File: src/rtl/ptp_tsu_pkg.sv
// Shared constants, entry layout and helpers for the PTP timestamp unit.
package ptp_tsu_pkg;

    localparam int unsigned TS_W    = 64;
    localparam int unsigned INFOR_W = 20;
    localparam int unsigned ENTRY_W = INFOR_W + TS_W;

    typedef struct packed {
        logic [3:0]  msgid;
        logic [15:0] seqid;
        logic [31:0] sec;
        logic [31:0] ns;
    } ts_entry_t;

    function automatic logic [7:0] sat_inc8(input logic [7:0] v);
        return (v == 8'hFF) ? v : v + 8'd1;
    endfunction

endpackage

File: src/rtl/ptp_ts_fifo.sv
// Generic synchronous FIFO: separate occupancy counter, registered read port, flush.
module ptp_ts_fifo #(
    parameter int unsigned DEPTH = 16,
    parameter int unsigned WIDTH = 84,
    localparam int unsigned AW = $clog2(DEPTH),
    localparam int unsigned LW = AW + 1
) (
    input  logic             clk,
    input  logic             rst_n,
    input  logic             push,
    input  logic [WIDTH-1:0] push_data,
    input  logic             pop,
    input  logic             flush,
    output logic             push_acc,
    output logic [WIDTH-1:0] rd_data,
    output logic             rd_valid,
    output logic             empty,
    output logic             full,
    output logic [LW-1:0]    level
);

    localparam logic [LW-1:0] FullLvl = LW'(DEPTH);

    logic [WIDTH-1:0] mem_q [DEPTH];
    logic [AW-1:0]    wr_ptr_q, wr_ptr_d, rd_ptr_q, rd_ptr_d;
    logic [LW-1:0]    level_q, level_d;
    logic [WIDTH-1:0] rd_data_q, rd_data_d;
    logic             rd_valid_q, rd_valid_d;
    logic             pop_acc;

    assign empty    = (level_q == '0);
    assign full     = (level_q == FullLvl);
    assign level    = level_q;
    assign rd_data  = rd_data_q;
    assign rd_valid = rd_valid_q;

    // Flush wins over both ports; a pop frees a slot for a push in the same cycle.
    always_comb begin
        pop_acc    = pop && !empty && !flush;
        push_acc   = push && (!full || pop_acc) && !flush;
        wr_ptr_d   = wr_ptr_q;
        rd_ptr_d   = rd_ptr_q;
        level_d    = level_q;
        rd_data_d  = rd_data_q;
        rd_valid_d = 1'b0;
        if (flush) begin
            wr_ptr_d = '0;
            rd_ptr_d = '0;
            level_d  = '0;
        end else begin
            if (push_acc) wr_ptr_d = wr_ptr_q + AW'(1);
            if (pop_acc) begin
                rd_ptr_d   = rd_ptr_q + AW'(1);
                rd_data_d  = mem_q[rd_ptr_q];
                rd_valid_d = 1'b1;
            end
            if (push_acc && !pop_acc) level_d = level_q + LW'(1);
            if (!push_acc && pop_acc) level_d = level_q - LW'(1);
        end
    end

    always_ff @(posedge clk or negedge rst_n) begin
        if (!rst_n) begin
            wr_ptr_q   <= '0;
            rd_ptr_q   <= '0;
            level_q    <= '0;
            rd_data_q  <= '0;
            rd_valid_q <= 1'b0;
        end else begin
            wr_ptr_q   <= wr_ptr_d;
            rd_ptr_q   <= rd_ptr_d;
            level_q    <= level_d;
            rd_data_q  <= rd_data_d;
            rd_valid_q <= rd_valid_d;
        end
    end

    always_ff @(posedge clk) begin
        if (push_acc) mem_q[wr_ptr_q] <= push_data;
    end

endmodule

File: src/rtl/ptp_ts_queue.sv
// Timestamp queue: captures RTC at SOP, queues {infor, ts} on each parser event rise.
module ptp_ts_queue #(
    parameter int unsigned DEPTH   = 16,
    parameter int unsigned TS_W    = ptp_tsu_pkg::TS_W,
    parameter int unsigned INFOR_W = ptp_tsu_pkg::INFOR_W,
    localparam int unsigned LW = $clog2(DEPTH) + 1
) (
    input  logic                    clk,
    input  logic                    rst_n,
    input  logic                    int_valid,
    input  logic                    int_sop,
    input  logic [TS_W-1:0]         rtc_time,
    input  logic                    ptp_found,
    input  logic [INFOR_W-1:0]      ptp_infor,
    input  logic                    q_rd_en,
    input  logic                    q_flush,
    output logic [INFOR_W+TS_W-1:0] q_rd_data,
    output logic                    q_rd_valid,
    output logic                    q_empty,
    output logic                    q_full,
    output logic [LW-1:0]           q_level,
    output logic                    q_overflow,
    output logic [7:0]              q_drop_cnt
);

    logic [TS_W-1:0] sop_ts_q, sop_ts_d;
    logic            found_d1_q;
    logic            overflow_q, overflow_d;
    logic [7:0]      drop_cnt_q, drop_cnt_d;
    logic            push_req, push_acc, drop;

    assign push_req = ptp_found && !found_d1_q;

    always_comb begin
        sop_ts_d   = (int_valid && int_sop) ? rtc_time : sop_ts_q;
        // A flushed push is discarded silently, not counted as a drop.
        drop       = push_req && !push_acc && !q_flush;
        overflow_d = overflow_q | drop;
        drop_cnt_d = drop ? ptp_tsu_pkg::sat_inc8(drop_cnt_q) : drop_cnt_q;
        if (q_flush) begin
            overflow_d = 1'b0;
            drop_cnt_d = '0;
        end
    end

    always_ff @(posedge clk or negedge rst_n) begin
        if (!rst_n) begin
            sop_ts_q   <= '0;
            found_d1_q <= 1'b0;
            overflow_q <= 1'b0;
            drop_cnt_q <= '0;
        end else begin
            sop_ts_q   <= sop_ts_d;
            found_d1_q <= ptp_found;
            overflow_q <= overflow_d;
            drop_cnt_q <= drop_cnt_d;
        end
    end

    assign q_overflow = overflow_q;
    assign q_drop_cnt = drop_cnt_q;

    // Push uses the pre-update sop_ts so a coincident SOP does not leak into the entry.
    ptp_ts_fifo #(
        .DEPTH (DEPTH),
        .WIDTH (INFOR_W + TS_W)
    ) u_fifo (
        .clk       (clk),
        .rst_n     (rst_n),
        .push      (push_req),
        .push_data ({ptp_infor, sop_ts_q}),
        .pop       (q_rd_en),
        .flush     (q_flush),
        .push_acc  (push_acc),
        .rd_data   (q_rd_data),
        .rd_valid  (q_rd_valid),
        .empty     (q_empty),
        .full      (q_full),
        .level     (q_level)
    );

endmodule

File: config.mk
export PLATFORM = sky130hd
export DESIGN_NAME = ptp_ts_queue
export DESIGN_NICKNAME = d
export VERILOG_FILES = /design/src/rtl/ptp_tsu_pkg.sv /design/src/rtl/ptp_ts_fifo.sv /design/src/rtl/ptp_ts_queue.sv
export SDC_FILE = /design/constraint.sdc
export NUM_CORES = 1
export LEC_CHECK = 0
export ABC_AREA = 1
export CAP_MARGIN = 20
export CORE_ASPECT_RATIO = 1.4
export CORE_MARGIN = 4
export CORE_UTILIZATION = 60
export DETAILED_ROUTE_END_ITERATION = 16
export PLACE_DENSITY = 0.78
export SYNTH_ARGS = -nofsm -noshare
export SYNTH_HDL_FRONTEND = slang
export SYNTH_HIERARCHICAL = 1
export SYNTH_SLANG_ARGS = --single-unit
File: constraint.sdc
create_clock -name clk -period 11.4 [get_ports clk]
set_clock_uncertainty 0.1 [all_clocks]
set_input_delay 3.42 -clock clk [delete_from_list [all_inputs] [get_ports clk]]
set_output_delay 3.42 -clock clk [all_outputs]
set_load 0.005 [all_outputs]
==> out/results.tsv, run 1 <==
metric	value	unit
h-tree-depth	4	
slew_viol_final	0	
synth_edf_count	1344	
synth_fa_ha_area_frac	0.00222	
syn_nets	4762	
antenna_cells	0	
syn_to_final_growth	12.0	%
syn_area	59600	um^2
power_density	194	nW/um^2
num_io_pins	192	
synth_commonest_cells	edfxtp_1 (1,344), nand2_1 (1,058), nor2_1 (531)	
crit_type	in -> reg	
port_buffers	191	
synth-simple-area-share	0.112	
clockBufferDepth	3	
synth_seq_cells	1516	
fin_crit	7080	ps
hpwl	80.7	mm
drcViolationCount	0	
cts_tree	built	
cp_num_buf_inv	4	
p_leak	23.6	nW
cp_top_family	buffers and inverters	
viasPerCell	6.21	
netlist_top_cells_area	edfxtp_1 (68%), dfrtp_1 (7.2%), nand2_1 (6.7%)	
postCtsHoldBufs	0	
drt_pass1_iterations	8	
cap_viol_max_count	0	
synth_top_family_by_area	simple AND/OR/NAND/NOR gates	
routed-via-count	38400	
synth-async-reset-ratio	0.113	
worst_ep_arrival_time	7350	ps
finalSetupViolCount	0	
dieArea	105000	um^2
grt_pass1_wl	230	mm
worstSetupEndpointType	flip-flop	
critical_path.max_stage_delay	840	ps
crit_slowest_cell	buf_4	
gp_congestion	0.796	
layout.nets	4860	
overflow	0	
yosysMostFrequentCell	edfxtp_1	
cts_root_buf	clkbuf_16	
ir_drop	161	uV
fin_cells	6182	
rsz0062_at_grt	no	
max_freq	141	MHz
synth_compound_area_frac	0.0973	
clock_latency	760	ps
synth.avg_cell_area	12.8	um^2
grt_max_degree	274	
hold_viol_final	0	
path_cells	clkdlybuf4s50_1 > inv_2 > nand3_4 > nand2_1 > nand2_1 > nor2_2 > nand2_1 > nor3_2 > buf_4 > buf_4	
synth_flop_cell	edfxtp_1	
numPlacedInstances	5929	
finalCritPeriodShare	0.621	
postCtsSetupBuffers	0	
start_util	0.606	
clkSinkCount	1516	
yosysSeqAreaShare	0.749	
hold_class	reg -> reg	
gr-usage-met3	0.0484	
die_x	274	um
drtIter0Drc	4450	
busiest_layer	met2	
run_status	complete, no violations	
core_area	98400	um^2
drt_wl_total	152	mm
yosysTopAreaCellShare	0.677	
grtUsageTotal	0.290	
p_total	12.9	mW
max_slew_margin	0.230	
path_clk_slew	60	ps
grt_pass1_vias	39000	
grt_use_met2	0.509	
synth_top_area_cell	edfxtp_1	
cts_made_buffers	136	
layout-drive-gt1-share	0.0739	
post-route-util	0.679	
pre_cts_ws	3520	ps
antenna_found_initial	1	
grtUsageMet1	0.352	
synthXorXnorAreaFrac	0.000441	
ys_types	40	
synthCells	4661	
die_h	381	um
rows	136	
wire_per_inst	24.6	um
required	11660	ps
fin_ws	4320	ps
synth_mux_area_frac	0.0125	
tns	0	ps
drtAntennaViolNets	0	
tightest_slew	1160	ps
cts_resized	0	
synth_warnings	6	
startpoint_type	primary input	
crit_top_cell	nand2_1	
cp_max_fo	56	
## final timing paths
path / cells after the start / end / slack, ps / start
worst max-delay path: 10 / u_fifo/mem_q[8][78] / 4320 / q_flush
worst min-delay path: 2 / u_fifo/rd_data[70] / 390 / u_fifo/rd_data[70]
worst max register to register: 9 / u_fifo/rd_data[72] / 6370 / u_fifo/rd_ptr_q[1]
worst min register to register: 2 / u_fifo/rd_data[70] / 390 / u_fifo/rd_data[70]
max in group asynchronous: 3 / sop_ts_q[14] / 6570 / rst_n
min in group asynchronous: 1 / q_drop_cnt[0] / 2610 / rst_n
## power breakdown
group | leakage [nW] | internal (mW) | switching [mW] | total, mW
clock | 2.13 | 2.49 | 1.98 | 4.47
sequential | 14.2 | 6.36 | 0.384 | 6.75
combinational | 7.28 | 0.661 | 1.06 | 1.72
## layout by cell type, fill, tap and decap left out, drive strengths merged, types with 42 or more instances in the layout
cell | netlist | routed
a21boi | 168 | 168
a21oi | 173 | 173
buf | 146 | 54
clkbuf | 138 | 193
clkdlybuf4s50 | 0 | 190
clkinv | 1 | 42
dfrtp | 172 | 172
edfxtp | 1344 | 1344
mux2 | 64 | 64
nand2 | 1063 | 1063
nand3 | 112 | 112
nor2 | 535 | 535
o21ai | 516 | 516
o22ai | 168 | 168
## area by class of cell
type                            instances  area, um^2
Clock inverter                         57         504
Tap cell                             1311        1640
Fill cell                            6679       31600
Inverter                               33         155
Multi-Input combinational cell       2828       13500
Timing Repair Buffer                  244        2480
Sequential cell                      1516       44700
Clock buffer                          193        3830
## worst min-delay path: stages (launching register included)
cell     delay [ps]
dfrtp_1         350
nand2_1          50
nand2_1          50
## registers in the layout, indices dropped and copies added, names as in the netlist
register,cells
u_fifo/level,5
u_fifo/mem_q,1344
q_drop_cnt,8
u_fifo/rd_data,84
q_overflow,1
sop_ts_q,64
found_d1_q,1
u_fifo/rd_valid,1
u_fifo/wr_ptr_q,4
u_fifo/rd_ptr_q,4
## per-layer routing
layer  share of wire  up-vias  wire length [um]
met2            0.52     2110             79300
met3           0.080      445             12100
li1                -    16800                 -
met1            0.35    19000             53200
met5        0.000085        -                13
met4           0.050        2              7670
## through the flow
stage,hold WS [ps],cell area [um^2]
6_report,385,66800
5_1_grt,419,66800
4_1_cts,390,66700
3_5_place_dp,368,62400
3_3_place_gp,366,62400
2_1_floorplan,373,59600
## kinds of logic (layout without fill, tap and decap cells)
logic type	count (synthesis)	count (layout)
buf+inv	317	527
compound gates	1030	1030
flops	1516	1516
fa+ha+maj	10	10
mux	64	64
xor+xnor	3	3
simple gates	1721	1721
(Power assumes the default switching activity.)
==> inputs of run 2 (changes only) <==
--- a/config.mk
+++ b/config.mk
@@ -9,9 +9,9 @@
 export CAP_MARGIN = 20
 export CORE_ASPECT_RATIO = 1.4
 export CORE_MARGIN = 4
-export CORE_UTILIZATION = 60
+export CORE_UTILIZATION = 55
 export DETAILED_ROUTE_END_ITERATION = 16
-export PLACE_DENSITY = 0.78
+export PLACE_DENSITY = 0.75
 export SYNTH_ARGS = -nofsm -noshare
 export SYNTH_HDL_FRONTEND = slang
 export SYNTH_HIERARCHICAL = 1
==> constraint.sdc (replaced) <==
create_clock -name clk -period 5.76 [get_ports clk]
set_clock_uncertainty 0.1 [all_clocks]
set_input_delay 1.728 -clock clk [delete_from_list [all_inputs] [get_ports clk]]
set_output_delay 1.728 -clock clk [all_outputs]
set_load 0.005 [all_outputs]
==> out/results.tsv, run 2 (same netlist as run 1, synthesis figures left out) <==
metric	value	unit	change
stdcell_area	67800	um^2	+1.5%
crit_slowest_cell	nor3_4		
fin_crit	4220	ps	
cts_resized	0		unchanged
routed-via-count	37900		-1.1%
run_status	complete, no violations		
layout.nets	4887		+0.56%
slew_viol_final	0		unchanged
rsz0062_at_grt	no		
hold_class	reg -> reg		
viasPerCell	5.99		-3.6%
cts_made_buffers	138		+1.5%
clkSinkCount	1516		unchanged
wire_per_inst	24.1	um	-2.0%
nFillCells	7760		+16%
syn_to_final_growth	13.7	%	
finalSetupViolCount	0		unchanged
grtUsageTotal	0.267		-0.0232
core_area	107000	um^2	+9.1%
drtIter0Drc	4487		+0.83%
die_x	286	um	+4.3%
postCtsSetupBuffers	0		unchanged
hpwl	86.1	mm	+6.6%
tns	0	ps	unchanged
h-tree-depth	4		unchanged
worstSetupEndpointType	flip-flop		
clock_latency	760	ps	about the same
critical_path.max_stage_delay	880	ps	+40 ps
cts_root_buf	clkbuf_16		
final_cell_mix	edfxtp_1 (1,344), nand2_1 (1,057), nor2_1 (519)		
cp_top_family	simple AND/OR/NAND/NOR gates		
crit_top_cell	nand2_1		
ir_drop	301	uV	+87%
largest_register_ffs	1344		unchanged
postCtsHoldBufs	0		unchanged
regMostFlops	u_fifo/mem_q		
drt_pass1_iterations	7		-1
drt_wl_total	153	mm	+0.48%
start_util	0.556		-0.0506
finalCritPeriodShare	0.733		
tightest_slew	1090	ps	-67.6 ps
clockBufferDepth	3		unchanged
dieArea	114000	um^2	+8.9%
cp_max_fo	28		-50%
grt_pass1_wl	229	mm	-0.23%
max_freq	237	MHz	
overflow	0		unchanged
dpl-instance-area	63100	um^2	+1.2%
p_leak	23.9	nW	+1.4%
worst_ep_arrival_time	4570	ps	-2780 ps
drcViolationCount	0		unchanged
rows	142		+4.4%
hold_viol_final	0		unchanged
power_density	386	nW/um^2	+99%
gp_congestion	0.833		+4.6%
drtAntennaViolNets	0		unchanged
max_slew_margin	0.275		+0.0450
startpoint_type	primary input		
required	6100	ps	-5560 ps
port_buffers	191		unchanged
grt_pass1_vias	37800		-3.1%
cts_tree	built		
antenna_found_initial	5		+4
cp_num_buf_inv	3		-1
grt_max_degree	192		-30%
die_h	398	um	+4.4%
num_io_pins	192		unchanged
layout_commonest_cell	edfxtp_1		
layout-drive-gt1-share	0.0779		+0.00394
path_clk_slew	60	ps	about the same
crit_type	in -> reg		
cap_viol_max_count	0		unchanged
path_cells	clkdlybuf4s50_1 > inv_2 > nand3_4 > nand2_1 > nand2_1 > nor2_2 > nand2_1 > nor3_4 > buf_12		
[run 2: changes by cell type in the layout (fill, tap and decap cells not counted), sizes merged]
cell	previous run	this run
buf	54	79
bufinv	6	17
clkinv	42	33
clkbuf	193	186
diode	0	5
clkinvlp	4	6
inv	38	39
[run 2: final timing paths]
| path | endpoint | cells after the start | from | slack (ps) |
|---|---|---|---|---|
| setup / recovery | u_fifo/mem_q[4][25] | 9 | q_flush | 1540 |
| hold / removal | u_fifo/rd_data[9] | 2 | u_fifo/rd_data[9] | 380 |
| setup reg to reg | u_fifo/rd_data[30] | 8 | u_fifo/rd_ptr_q[1] | 2180 |
| hold reg to reg | u_fifo/rd_data[9] | 2 | u_fifo/rd_data[9] | 380 |
| max in group asynchronous | u_fifo/level[3] | 2 | rst_n | 3750 |
| min in group asynchronous | u_fifo/rd_ptr_q[0] | 1 | rst_n | 870 |
[run 2: cell type report]
cell class                      instances  area, um^2  share of cell area
Antenna cell                            5        12.5            0.000185
Clock buffer                          186        3820              0.0564
Clock inverter                         62         812              0.0120
Inverter                               33         155             0.00229
Multi-Input combinational cell       2828       13500               0.200
Sequential cell                      1516       44700               0.659
Tap cell                             1440        1800              0.0266
Timing Repair Buffer                  269        2970              0.0437
[run 2: metal layers]
layer	track usage	part of all wire	vias to the layer above
li1	-	-	16900
met1	0.332	0.36	18700
met2	0.455	0.51	1970
met3	0.0504	0.087	354
met4	0.127	0.048	2
met5	0	0.000072	-
[run 2: tightest hold or removal path: cells and delay by family (launching register included)]
kind / cells / cell delay [ps]
AND/OR/NAND/NOR: 2 / 100
flip-flops: 1 / 340
[run 2: metrics by stage]
stage	worst slack [ps]	total power [mW]	utilization	cells	hold WS, ps
after detailed placement	781	17.0	0.588	6086	370
final	1540	26.2	0.632	6339	382
after floorplan	-744	15.2	-	4661	373
after global routing	1440	27.1	0.632	6338	405
after CTS	1590	26.3	0.632	6334	387
after global placement	808	16.9	0.588	6086	375
[run 2: power breakdown]
part           switching (mW)  internal (mW)  leakage [nW]
Sequential              0.780           12.6          14.2
Combinational            2.10           1.33          7.49
Clock                    3.94           5.45          2.25
